===== config.mk =====
export PLATFORM = sky130hd
export DESIGN_NAME = m_axi_cmd_master
export DESIGN_NICKNAME = d
export VERILOG_FILES = /design/src/rtl/m_axi_cmd_pkg.sv /design/src/rtl/m_axi_cmd_master_watchdog.sv /design/src/rtl/m_axi_cmd_master.sv
export SDC_FILE = /design/constraint.sdc
export NUM_CORES = 1
export LEC_CHECK = 0
export CAP_MARGIN = 40
export CORE_ASPECT_RATIO = 2
export CORE_MARGIN = 2
export CORE_UTILIZATION = 43
export CTS_CLUSTER_DIAMETER = 60
export DETAILED_ROUTE_END_ITERATION = 8
export PLACE_DENSITY = 0.95
export SLEW_MARGIN = 20
export SYNTH_ARGS = -nofsm -noshare
export SYNTH_HDL_FRONTEND = slang
export SYNTH_SLANG_ARGS = --single-unit
export TNS_END_PERCENT = 100

===== constraint.sdc =====
create_clock -name clk -period 3.1 [get_ports clk]
set_input_delay 0.93 -clock clk [delete_from_list [all_inputs] [get_ports clk]]
set_output_delay 0.93 -clock clk [all_outputs]
set_load 0.1 [all_outputs]

===== src/rtl/m_axi_cmd_pkg.sv =====
// Shared types and constants for the command-to-AXI master.
package m_axi_cmd_pkg;

  typedef enum logic [2:0] {
    IDLE,
    WR,
    WR_RESP,
    RD_ADDR,
    RD_DATA,
    RESP
  } state_e;

  // Response status codes returned to the local controller
  localparam logic [1:0] ST_OK      = 2'b00;
  localparam logic [1:0] ST_IDERR   = 2'b01;
  localparam logic [1:0] ST_SLVERR  = 2'b10;
  localparam logic [1:0] ST_TIMEOUT = 2'b11;

  // AXI response encodings
  localparam logic [1:0] OKAY   = 2'b00;
  localparam logic [1:0] SLVERR = 2'b10;

  // States in which the watchdog runs (waiting on the slave)
  function automatic logic is_bus_state(input state_e s);
    return (s == WR) || (s == WR_RESP) || (s == RD_ADDR) || (s == RD_DATA);
  endfunction

endpackage


===== src/rtl/m_axi_cmd_master_watchdog.sv =====
// Cycle counter that flags when a bus state has lasted TIMEOUT_CYCLES cycles.
module axi_watchdog #(
  parameter int TIMEOUT_CYCLES = 256
) (
  input  logic clk,
  input  logic areset,
  input  logic clr,
  input  logic en,
  output logic expired_o
);

  localparam int CW = $clog2(TIMEOUT_CYCLES);
  localparam logic [CW-1:0] LAST = CW'(TIMEOUT_CYCLES - 1);

  logic [CW-1:0] cnt_q, cnt_d;

  // Clear takes priority so a fresh state always starts counting from zero
  always_comb begin
    cnt_d = cnt_q;
    if (clr) begin
      cnt_d = '0;
    end else if (en) begin
      cnt_d = cnt_q + 1'b1;
    end
  end

  // Counter register
  always_ff @(posedge clk or negedge areset) begin
    if (!areset) begin
      cnt_q <= '0;
    end else begin
      cnt_q <= cnt_d;
    end
  end

  assign expired_o = (cnt_q == LAST);

endmodule


===== src/rtl/m_axi_cmd_master.sv =====
// Single-beat AXI initiator: one local command in, one AXI transfer, one response out.
module m_axi_cmd_master
  import m_axi_cmd_pkg::*;
#(
  parameter int           DATA_WIDTH     = 32,
  parameter int           ADDR_WIDTH     = 32,
  parameter logic [3:0]   TXN_ID         = 4'h1,
  parameter int           TIMEOUT_CYCLES = 256
) (
  input  logic                  clk,
  input  logic                  areset,
  input  logic                  cmd_valid_i,
  output logic                  cmd_ready_o,
  input  logic                  cmd_write_i,
  input  logic [ADDR_WIDTH-1:0] cmd_addr_i,
  input  logic [DATA_WIDTH-1:0] cmd_wdata_i,
  input  logic [3:0]            cmd_wstrb_i,
  output logic                  rsp_valid_o,
  input  logic                  rsp_ready_i,
  output logic [DATA_WIDTH-1:0] rsp_rdata_o,
  output logic [1:0]            rsp_status_o,
  output logic [3:0]            awid_o,
  output logic [ADDR_WIDTH-1:0] awaddr_o,
  output logic                  awvalid_o,
  input  logic                  awready_i,
  output logic [3:0]            wid_o,
  output logic [DATA_WIDTH-1:0] wdata_o,
  output logic [3:0]            wstrb_o,
  output logic                  wlast_o,
  output logic                  wvalid_o,
  input  logic                  wready_i,
  input  logic [3:0]            bid_i,
  input  logic [1:0]            bresp_i,
  input  logic                  bvalid_i,
  output logic                  bready_o,
  output logic [3:0]            arid_o,
  output logic [ADDR_WIDTH-1:0] araddr_o,
  output logic                  arvalid_o,
  input  logic                  arready_i,
  input  logic [3:0]            rid_i,
  input  logic [DATA_WIDTH-1:0] rdata_i,
  input  logic [3:0]            rstrb_i,
  input  logic                  rlast_i,
  input  logic                  rvalid_i,
  output logic                  rready_o
);

  state_e                state_q, state_d;
  logic                  cmd_ready_q, cmd_ready_d;
  logic                  awvalid_q, awvalid_d, wvalid_q, wvalid_d, wlast_q, wlast_d;
  logic                  arvalid_q, arvalid_d, bready_q, bready_d, rready_q, rready_d;
  logic                  rsp_valid_q, rsp_valid_d;
  logic                  aw_done_q, aw_done_d, w_done_q, w_done_d;
  logic [ADDR_WIDTH-1:0] addr_q, addr_d;
  logic [DATA_WIDTH-1:0] wdata_q, wdata_d, rdata_q, rdata_d;
  logic [3:0]            wstrb_q, wstrb_d, id_q, id_d;
  logic [1:0]            status_q, status_d;
  logic                  wd_expired, aw_fin, w_fin;

  // Single-beat reads carry no information in these
  logic unused_inputs;
  assign unused_inputs = ^{rstrb_i, rlast_i};

  axi_watchdog #(.TIMEOUT_CYCLES(TIMEOUT_CYCLES)) u_watchdog (
    .clk       (clk),
    .areset    (areset),
    .clr       (state_d != state_q),
    .en        (is_bus_state(state_q)),
    .expired_o (wd_expired)
  );

  // Next-state and output register inputs; a handshake always beats the watchdog
  always_comb begin
    state_d     = state_q;
    cmd_ready_d = cmd_ready_q;
    awvalid_d   = awvalid_q;
    wvalid_d    = wvalid_q;
    wlast_d     = wlast_q;
    arvalid_d   = arvalid_q;
    bready_d    = bready_q;
    rready_d    = rready_q;
    rsp_valid_d = rsp_valid_q;
    aw_done_d   = aw_done_q;
    w_done_d    = w_done_q;
    addr_d      = addr_q;
    wdata_d     = wdata_q;
    wstrb_d     = wstrb_q;
    rdata_d     = rdata_q;
    status_d    = status_q;
    id_d        = id_q;
    aw_fin      = aw_done_q || (awvalid_q && awready_i);
    w_fin       = w_done_q || (wvalid_q && wready_i);

    case (state_q)
      IDLE: begin
        if (cmd_valid_i && cmd_ready_q) begin
          cmd_ready_d = 1'b0;
          addr_d      = cmd_addr_i;
          rdata_d     = '0;
          status_d    = ST_OK;
          if (cmd_write_i) begin
            wdata_d   = cmd_wdata_i;
            wstrb_d   = cmd_wstrb_i;
            awvalid_d = 1'b1;
            wvalid_d  = 1'b1;
            wlast_d   = 1'b1;
            aw_done_d = 1'b0;
            w_done_d  = 1'b0;
            state_d   = WR;
          end else begin
            arvalid_d = 1'b1;
            state_d   = RD_ADDR;
          end
        end
      end
      WR: begin
        if (awvalid_q && awready_i) awvalid_d = 1'b0;
        if (wvalid_q && wready_i) begin
          wvalid_d = 1'b0;
          wlast_d  = 1'b0;
        end
        aw_done_d = aw_fin;
        w_done_d  = w_fin;
        if (aw_fin && w_fin) begin
          bready_d = 1'b1;
          state_d  = WR_RESP;
        end else if (wd_expired) begin
          awvalid_d = 1'b0;
          wvalid_d  = 1'b0;
          wlast_d   = 1'b0;
          status_d  = ST_TIMEOUT;
          state_d   = RESP;
        end
      end
      WR_RESP: begin
        if (bvalid_i && bready_q) begin
          bready_d = 1'b0;
          if (bid_i != TXN_ID)    status_d = ST_IDERR;
          else if (bresp_i != OKAY) status_d = ST_SLVERR;
          else                    status_d = ST_OK;
          state_d = RESP;
        end else if (wd_expired) begin
          bready_d = 1'b0;
          status_d = ST_TIMEOUT;
          state_d  = RESP;
        end
      end
      RD_ADDR: begin
        if (arvalid_q && arready_i) begin
          arvalid_d = 1'b0;
          rready_d  = 1'b1;
          state_d   = RD_DATA;
        end else if (wd_expired) begin
          arvalid_d = 1'b0;
          status_d  = ST_TIMEOUT;
          state_d   = RESP;
        end
      end
      RD_DATA: begin
        if (rvalid_i && rready_q) begin
          rready_d = 1'b0;
          rdata_d  = rdata_i;
          status_d = (rid_i != TXN_ID) ? ST_IDERR : ST_OK;
          state_d  = RESP;
        end else if (wd_expired) begin
          rready_d = 1'b0;
          rdata_d  = '0;
          status_d = ST_TIMEOUT;
          state_d  = RESP;
        end
      end
      RESP: begin
        // rsp_valid rises one cycle after entry, giving the extra register stage
        if (!rsp_valid_q) begin
          rsp_valid_d = 1'b1;
        end else if (rsp_ready_i) begin
          rsp_valid_d = 1'b0;
          cmd_ready_d = 1'b1;
          state_d     = IDLE;
        end
      end
      default: begin
        state_d     = IDLE;
        cmd_ready_d = 1'b1;
      end
    endcase
  end

  // State and output registers; reset abandons any transfer in flight
  always_ff @(posedge clk or negedge areset) begin
    if (!areset) begin
      state_q     <= IDLE;
      cmd_ready_q <= 1'b1;
      awvalid_q   <= 1'b0;
      wvalid_q    <= 1'b0;
      wlast_q     <= 1'b0;
      arvalid_q   <= 1'b0;
      bready_q    <= 1'b0;
      rready_q    <= 1'b0;
      rsp_valid_q <= 1'b0;
      aw_done_q   <= 1'b0;
      w_done_q    <= 1'b0;
      addr_q      <= '0;
      wdata_q     <= '0;
      wstrb_q     <= '0;
      rdata_q     <= '0;
      status_q    <= ST_OK;
      id_q        <= TXN_ID;
    end else begin
      state_q     <= state_d;
      cmd_ready_q <= cmd_ready_d;
      awvalid_q   <= awvalid_d;
      wvalid_q    <= wvalid_d;
      wlast_q     <= wlast_d;
      arvalid_q   <= arvalid_d;
      bready_q    <= bready_d;
      rready_q    <= rready_d;
      rsp_valid_q <= rsp_valid_d;
      aw_done_q   <= aw_done_d;
      w_done_q    <= w_done_d;
      addr_q      <= addr_d;
      wdata_q     <= wdata_d;
      wstrb_q     <= wstrb_d;
      rdata_q     <= rdata_d;
      status_q    <= status_d;
      id_q        <= id_d;
    end
  end

  assign cmd_ready_o  = cmd_ready_q;
  assign rsp_valid_o  = rsp_valid_q;
  assign rsp_rdata_o  = rdata_q;
  assign rsp_status_o = status_q;
  assign awid_o       = id_q;
  assign wid_o        = id_q;
  assign arid_o       = id_q;
  assign awaddr_o     = addr_q;
  assign araddr_o     = addr_q;
  assign awvalid_o    = awvalid_q;
  assign wdata_o      = wdata_q;
  assign wstrb_o      = wstrb_q;
  assign wlast_o      = wlast_q;
  assign wvalid_o     = wvalid_q;
  assign bready_o     = bready_q;
  assign arvalid_o    = arvalid_q;
  assign rready_o     = rready_q;

endmodule


* Word-level counts from Yosys, hierarchy flattened
Cells that the tools add are included.
** Storage, ports and cells
- Register bits :: 123
- Latch bits :: 0
- Memory bits (writable) :: 0
- ROM bits :: 0
- Input port bits :: 125
- Output and inout bits :: 154
- Word-level logic and storage cells :: 132
- Memories kept :: 0
** Cells by class
- Add/subtract/negate cells :: 1
- Multiply operators :: 0
- Div/mod/pow operators :: 0
- $lt $le $gt $ge :: 0
- Equality and inequality tests :: 21
- Shifts and indexed selects :: 0
- Muxes and demuxes :: 61
- Bitwise gates (word level) :: 1
- Reduce and logical (&&, ||, !) cells :: 31
** Operator list (number)
- $mux W32 :: 3
- $pmux W32 S2 :: 1
- $mux W1 :: 27
- $mux W3 :: 8
- $mux W2 :: 9
- $pmux W3 S6 :: 1
- $mux W8 :: 2
- $pmux W1 S2 :: 8
- $reduce_and A3 Y1 :: 5
- $ne A2 B2 Y1 const B :: 7
- $reduce_bool A2 Y1 :: 7
- $reduce_and A4 Y1 :: 3
- $pmux W2 S5 :: 1
- $ne A3 B1 Y1 const B :: 3
- $add A8 B1 Y8 const B :: 1
- $eq A8 B8 Y1 const B :: 1
- $ne A4 B1 Y1 const B :: 2
- $logic_and A1 B1 Y1 :: 7
- $eq A3 B2 Y1 const B :: 2
- $eq A3 B3 Y1 const B :: 2
- $logic_or A1 B1 Y1 :: 5
- $reduce_bool A5 Y1 :: 1
- $ne A2 B1 Y1 const B :: 2
- $reduce_or A4 Y1 :: 1
- other kinds (6) :: 6

* Depth between registers and ports, before layout
Gate-level depths: netlist of the first run.
- Depth after elaboration :: 7
- Depth in mapped cells :: 8
- Mapped depth without buffers :: 6

* Hierarchy
From an unflattened synthesis of the first run, not the netlist that was laid out.
** Unflattened totals
- Cell total of the unflattened synthesis :: 478
- Area total of the unflattened synthesis :: 5342.6 µm²
** Modules (own cells, without submodules)
- m_axi_cmd_master :: instances 1, cells each 439, area an instance 4954.8 µm²
- axi_watchdog :: instances 1, cells each 39, area an instance 387.9 µm²

* Worst setup path after synthesis of the first run
No wires, ideal clock.
- Path kind :: flip-flop to flip-flop
- Start :: register wvalid_q (netlist: wvalid_o)
- End :: register u_watchdog.cnt_q[0]
- Library setup time :: 0.096 ns
- Data arrival time :: 2.174 ns
- Required time :: 3.004 ns
- Path slack :: 0.830 ns
- Cell stages (with the launch flop) :: 7
- Path buffers :: 1
- Clock period less this slack :: 2.270 ns
- Cell sequence :: dfrtp_1 -> and2_1 -> o22ai_1 -> a211oi_2 -> and3_1 -> buf_4 -> nor4_2
** On the way
- Longest elaborated chain between the ends :: 7
- Elaborated cells on any way between the ends :: 8
- Classes of those cells :: eq/ne (1); mux (3); reduce/logical (4)
** Ends and longest elaborated chain
- start, declared :: line m_axi_cmd_master.sv:50 : logic awvalid_q, awvalid_d, wvalid_q, wvalid_d, wlast_q, wlast_d;
- start signal, assigned :: line m_axi_cmd_master.sv:213 : wvalid_q <= wvalid_d;
- $logic_and A1 B1 Y1 * :: line m_axi_cmd_master.sv:92 : w_fin = w_done_q || (wvalid_q && wready_i);
- $logic_or A1 B1 Y1 * :: line m_axi_cmd_master.sv:92
- $logic_and A1 B1 Y1 * :: line m_axi_cmd_master.sv:124 : if (aw_fin && w_fin) begin
- $mux W3 * :: line m_axi_cmd_master.sv:124
- $pmux W3 S6 * :: line m_axi_cmd_master.sv:94 : case (state_q)
- $ne A3 B3 Y1 * :: line m_axi_cmd_master.sv:67 : .clr (state_d != state_q),
- $mux W8 or $reduce_bool A2 Y1 (tied branches)
- end signal, assigned :: line m_axi_cmd_master_watchdog.sv:32 : cnt_q <= cnt_d;
- end, declared :: line m_axi_cmd_master_watchdog.sv:15 : logic [CW-1:0] cnt_q, cnt_d;
Every way passes the cells marked *; elsewhere a longest branch is shown, timed or not.
A chain may end at the register's enable or synchronous reset.

* Worst setup path in the final report of the first run
- Start :: input wready_i
- End :: register u_watchdog.cnt_q[4]
** On the way
- Longest elaborated chain between the ends :: 7
- Elaborated cells on any way between the ends :: 8
- Classes of those cells :: eq/ne (1); mux (3); reduce/logical (4)
** Ends and longest elaborated chain
- start, declared :: line m_axi_cmd_master.sv:31 : input logic wready_i,
- $logic_and A1 B1 Y1 * :: line m_axi_cmd_master.sv:92
- $logic_or A1 B1 Y1 * :: line m_axi_cmd_master.sv:92
- $logic_and A1 B1 Y1 * :: line m_axi_cmd_master.sv:124
- $mux W3 * :: line m_axi_cmd_master.sv:124
- $pmux W3 S6 * :: line m_axi_cmd_master.sv:94
- $ne A3 B3 Y1 * :: line m_axi_cmd_master.sv:67
- $mux W8 or $reduce_bool A2 Y1 (tied branches)
Marked as above.

==> impl_metrics.tcl, run 1 <==
set metrics [dict create \
    synth_area_um2 5460 \
    reg2reg_slack_ns 0.87 \
    yosysTopAreaCell "dfrtp_1" \
    wl_um 15700 \
    cts_tree "yes" \
    fp.coreArea_um2 12500 \
    rsz0062_at_grt "false" \
    post-place-ws_ns 0.134 \
    fin_nets 851 \
    grtUsageTotal 0.231 \
    worstMarginPinSlew_ns 0.639 \
    clock_sinks 123 \
    critPathKind "in2reg" \
    crit_fanout 8 \
    hp-class "reg2reg" \
    grt_pass1_vias 5001 \
    vias_per_cell 5.17 \
    p_leak_nw 4.22 \
    dieWidth_um 83.7 \
    wl_per_cell_um 17.7 \
    holdBufCountCts 0 \
    fmax_mhz 388 \
    hpwlAfterDp_um 11900 \
    antenna_cells 0 \
    drcViolationCount 0 \
    period_needed_ns 2.58 \
    postCtsSetupRepairBufs 0 \
    syn_avg_cell_area_um2 11.1 \
    cts.repair.resized 0 \
    clockRootBuffer "clkbuf_16" \
    async_reset_ff_frac 1.00 \
    cts_buffers 17 \
    placementRows 58 \
    arrival_ns 2.83 \
    drtIter0Drc 177 \
    peakVddDrop_v 0.000422 \
    setup_ws_ns 0.522 \
    area_delta_synth_final_pct 49.8 \
    gp_congestion 0.933 \
    grt_max_degree 51 \
    yosysTopAreaCellShare 0.559 \
    clock_latency_ns 0.40 \
    critPathTopFamily "simple AND/OR/NAND/NOR gates" \
    maxCapViolCount 0 \
    dieHeight_um 163 \
    detail-route-antenna-nets 0 \
    placed_area_um2 7590 \
    report.final.slew_viol_count 0 \
    fin_skew_ns 0.0112 \
    required_ns 3.36 \
    clk_pin_slew_ns 0.06 \
    ios 279 \
    synth_flop_cell "dfrtp_1" \
    grt_overflow_total 0 \
    grt_pass1_wl_um 25200 \
    htree_levels 4 \
    synth_area_leaders "dfrtp_1 56%, nand2_1 8.5%, mux2_2 6.6%, buf_4 6.3%, a22o_1 5.1%" \
    hold_violations 0 \
    slowest_stage "and3_1" \
    dr.pass1.iters 5 \
    setup_viol 0 \
    antenna_found_initial 0 \
    drive_gt1_frac 0.333 \
    start_kind "primary input" \
    totalNegativeSetupSlack_ns 0 \
    total_power_w 0.00384 \
    yosysWarnings 0 \
    worstPathCellList "clkdlybuf4s50_1 -> and2_1 -> o22ai_1 -> a211oi_2 -> and3_1 -> nor4_2" \
    critPathMaxStageDelay_ns 0.56 \
    port_buffers 261 \
    ys_seq_area_frac 0.564 \
    die_area_um2 13700 \
    period_share 0.832 \
    syn_inst 490 \
    p_per_area_nw_per_um2 470 \
    ys_ff_latch 123 \
    vias 4595 \
    initial_core_util 0.437 \
    slew_headroom 0.574 \
    post_synth_num_cell_types 56 \
    clockBufferDepth 2 \
    worst-path-buf-inv 1 \
    status "finished clean" \
    synth_enable_flop_cells 0 \
    fin_area_um2 8180 \
    cp-end-kind "flop" \
]
==> sequential cells by signal, indices dropped and copies added, names as in the netlist, 2 cells and up <==
| register | cells |
|---|---|
| rsp_rdata_o | 32 |
| araddr_o | 32 |
| wdata_o | 32 |
| state_q | 3 |
| rsp_status_o | 2 |
| wstrb_o | 4 |
| u_watchdog.cnt_q | 8 |
==> Yosys cell counts, drive strengths merged (4+ instances only) <==
| cell type | n |
|---|---|
| nand3 | 7 |
| clkbuf | 11 |
| nand2b | 5 |
| dfrtp | 122 |
| buf | 58 |
| nor2 | 11 |
| a22o | 32 |
| mux2 | 32 |
| nor4 | 11 |
| xnor2 | 5 |
| nand2 | 124 |
| a21oi | 9 |
| and2 | 4 |
| nor3 | 5 |
| o21ai | 14 |
==> area by class of cell <==
type                       count  area [um2]
tap                          150         188
timing repair buffer         275        2370
sequential                   123        3080
fill                         965        4300
clock inverter                15         165
clock buffer                  17         425
inverter                       3        11.3
multi-input combinational    305        1940
==> per-layer routing <==
layer / up-vias / GRT usage / routed length (um)
li1: 2092 / - / -
met1: 2247 / 0.243 / 5320
met2: 205 / 0.429 / 8870
met3: 51 / 0.0526 / 826
met4: 0 / 0.111 / 724
met5: - / 0 / 0
==> worst reg2reg max path, stage by stage (launching register included) <==
cell and delay (ns):
dfrtp_1 0.36, buf_4 0.21, nor3_2 0.39, and3_2 0.41
nor4_4 0.09, and3_1 0.34, nor4_2 0.32
==> through the flow <==
stage / utilization / hold slack (ns) / std cells
after floorplan: - / 0.476 / 500
after global routing: 0.655 / 0.507 / 888
final: 0.655 / 0.477 / 888
after detailed placement: 0.608 / 0.464 / 856
after global placement: 0.608 / 0.463 / 856
after CTS: 0.655 / 0.484 / 888
==> placed cells by master (no fill, tap or decap), drive strengths merged, types with 4 or more instances in the layout <==
cell           instances
a21oi                  9
a22o                  32
and2                   4
buf                  157
clkbuf                17
clkdlybuf4s50        118
clkinv                 6
conb                  12
dfrtp                122
inv                    7
mux2                  32
nand2                124
nand2b                 5
nand3                  7
nor2                  11
nor3                   5
nor4                  11
o21ai                 14
xnor2                  5
==> worst paths after layout <==
| kind | start | endpoint | cells past startpoint |
|---|---|---|---|
| max in group asynchronous | areset | cmd_ready_o$_DFFE_PN1P_ | 2 |
| min | wdata_o[25]$_DFFE_PN0P_ | wdata_o[25]$_DFFE_PN0P_ | 2 |
| max reg2reg | state_q[0]$_DFF_PN0_ | u_watchdog.cnt_q[4]$_DFFE_PN0P_ | 6 |
| max | wready_i | u_watchdog.cnt_q[4]$_DFFE_PN0P_ | 6 |
| min in group asynchronous | areset | araddr_o[9]$_DFFE_PN0P_ | 1 |
| min reg2reg | wdata_o[25]$_DFFE_PN0P_ | wdata_o[25]$_DFFE_PN0P_ | 2 |
==> report_power, final <==
part,internal (W),total [W],switching [W]
Clock,0.00120,0.00198,0.000779
Sequential,0.00161,0.00161,0
Combinational,0.000137,0.000258,0.000121
==> kinds of logic after synthesis <==
family	Yosys count	synth area share
simple gates	179	0.163
flops	123	0.564
compound gates	73	0.102
buf+inv	72	0.0887
mux	33	0.0678
xor+xnor	7	0.0112
other cells	2	0.00138
fa+ha+maj	1	0.00229
No activity file was read; power rests on OpenSTA's default activity.
==> run 2: changes to the inputs <==
--- a/config.mk
+++ b/config.mk
@@ -8,10 +8,10 @@
 export CAP_MARGIN = 40
 export CORE_ASPECT_RATIO = 2
 export CORE_MARGIN = 2
-export CORE_UTILIZATION = 43
+export CORE_UTILIZATION = 40
 export CTS_CLUSTER_DIAMETER = 60
 export DETAILED_ROUTE_END_ITERATION = 8
-export PLACE_DENSITY = 0.95
+export PLACE_DENSITY = 0.91
 export SLEW_MARGIN = 20
 export SYNTH_ARGS = -nofsm -noshare
 export SYNTH_HDL_FRONTEND = slang
==> constraint.sdc (replaced) <==
create_clock -name clk -period 2.5 [get_ports clk]
set_input_delay 0.75 -clock clk [delete_from_list [all_inputs] [get_ports clk]]
set_output_delay 0.75 -clock clk [all_outputs]
set_load 0.1 [all_outputs]
==> run 2 against run 1 <==
First-iteration DRC count is 4.5% lower. Clock skew grew 0.0010 ns. Cell area increased by 1.6%. Flip-flop and latch count unchanged. Clock power grew 29%. Routed wire length down 5.2%. Final cell count up 0.90%. Sequential power up 24%. Die area is 7.2% higher. Worst hold slack worse by 0.14 ns. Register-to-register slack got worse by 0.44 ns. Via count down 2.9%. Critical path type unchanged.
==> impl_metrics.tcl, run 2 (synthesis results as in run 1) <==
set metrics [dict create \
    status "finished clean" \
    placementRows 60 \
    cp-end-kind "flop" \
    antenna_found_initial 0 \
    cts.repair.resized 0 \
    fin_skew_ns 0.0122 \
    vias_per_cell 4.98 \
    initial_core_util 0.409 \
    start_kind "primary input" \
    hpwlAfterDp_um 11300 \
    cts_buffers 17 \
    fp.coreArea_um2 13400 \
    fmax_mhz 478 \
    antenna_cells 0 \
    hp-class "in2async" \
    clk_pin_slew_ns 0.06 \
    post-place-ws_ns 0.00283 \
    wl_per_cell_um 16.7 \
    holdBufCountCts 0 \
    drtIter0Drc 169 \
    totalNegativeSetupSlack_ns 0 \
    period_needed_ns 2.09 \
    slew_headroom 0.626 \
    clockRootBuffer "clkbuf_16" \
    dr.pass1.iters 6 \
    p_per_area_nw_per_um2 586 \
    fin_nets 854 \
    worstMarginPinSlew_ns 0.561 \
    peakVddDrop_v 0.000443 \
    maxCapViolCount 0 \
    wl_um 14900 \
    required_ns 2.81 \
    period_share 0.837 \
    hold_violations 0 \
    clockBufferDepth 2 \
    grt_pass1_vias 4539 \
    dieHeight_um 169 \
    drive_gt1_frac 0.335 \
    port_buffers 261 \
    final_cell_mix "153 x buf_4, 124 x nand2_1, 122 x dfrtp_1" \
    critPathKind "in2reg" \
    rsz0062_at_grt "false" \
    gp_congestion 0.835 \
    detail-route-antenna-nets 0 \
    grt_overflow_total 0 \
    vias 4460 \
    clock_sinks 123 \
    htree_levels 4 \
    die_area_um2 14700 \
    report.final.slew_viol_count 0 \
    setup_ws_ns 0.407 \
    setup_viol 0 \
    crit_fanout 8 \
    finish.utilization 0.622 \
    grt_max_degree 41 \
    layout_commonest_cell "buf_4" \
    drcViolationCount 0 \
    clock_latency_ns 0.41 \
    dieWidth_um 86.6 \
    area_delta_synth_final_pct 52.3 \
    p_leak_nw 4.28 \
    grtUsageTotal 0.205 \
    cts_tree "yes" \
    grt_pass1_wl_um 23200 \
    ios 279 \
    arrival_ns 2.40 \
    postCtsSetupRepairBufs 0 \
]
==> run 2: per-layer routing <==
layer / global-route usage / wire [um] / vias up
met5: 0 / 0 / -
met4: 0.0863 / 415 / 0
met3: 0.0535 / 819 / 32
met2: 0.356 / 8250 / 194
met1: 0.235 / 5440 / 2140
li1: - / - / 2094
==> run 2: cell type report <==
class | instances | area [um2]
fill | 1029 | 5050
sequential | 123 | 3080
inverter | 3 | 11.3
tap | 155 | 194
timing repair buffer | 278 | 2470
clock inverter | 12 | 163
clock buffer | 20 | 457
multi-input combinational | 305 | 1940
==> run 2: final timing paths <==
| check | end | startpoint | slack, ns | cells after the start |
|---|---|---|---|---|
| setup reg to reg | wstrb_o[0]$_DFFE_PN0P_ | state_q[2]$_DFF_PN0_ | 0.43 | 7 |
| hold / removal | araddr_o[23]$_DFFE_PN0P_ | areset | 0.34 | 1 |
| max in group asynchronous | rsp_rdata_o[9]$_DFFE_PN0P_ | areset | 1.51 | 2 |
| hold reg to reg | wdata_o[28]$_DFFE_PN0P_ | wdata_o[28]$_DFFE_PN0P_ | 0.48 | 2 |
| min in group clk | wdata_o[28]$_DFFE_PN0P_ | wdata_o[28]$_DFFE_PN0P_ | 0.48 | 2 |
| setup / recovery | u_watchdog.cnt_q[1]$_DFFE_PN0P_ | cmd_valid_i | 0.41 | 6 |
==> run 2: critical path, cell delays in order <==
cell and delay (ns):
clkdlybuf4s50_1 0.45, and3_2 0.26, nor4_4 0.32, buf_4 0.19, o22ai_4 0.13, nor4_2 0.30
==> run 2: where the power goes <==
part	total (W)	leakage (nW)	internal [W]	switching [W]
clock	0.00256	0.297	0.00163	0.000930
sequential	0.00199	1.69	0.00199	0
combinational	0.000320	2.29	0.000172	0.000148
==> run 2: through the flow <==
step / cell area, um2 / std cells / power [W] / hold slack [ns]
floorplan: 5500 / 500 / 0.00213 / 0.454
global placement: 7690 / 864 / 0.00234 / 0.459
detailed placement: 7690 / 864 / 0.00235 / 0.464
CTS: 8310 / 896 / 0.00492 / 0.347
global route: 8310 / 896 / 0.00502 / 0.366
finish: 8310 / 896 / 0.00487 / 0.336
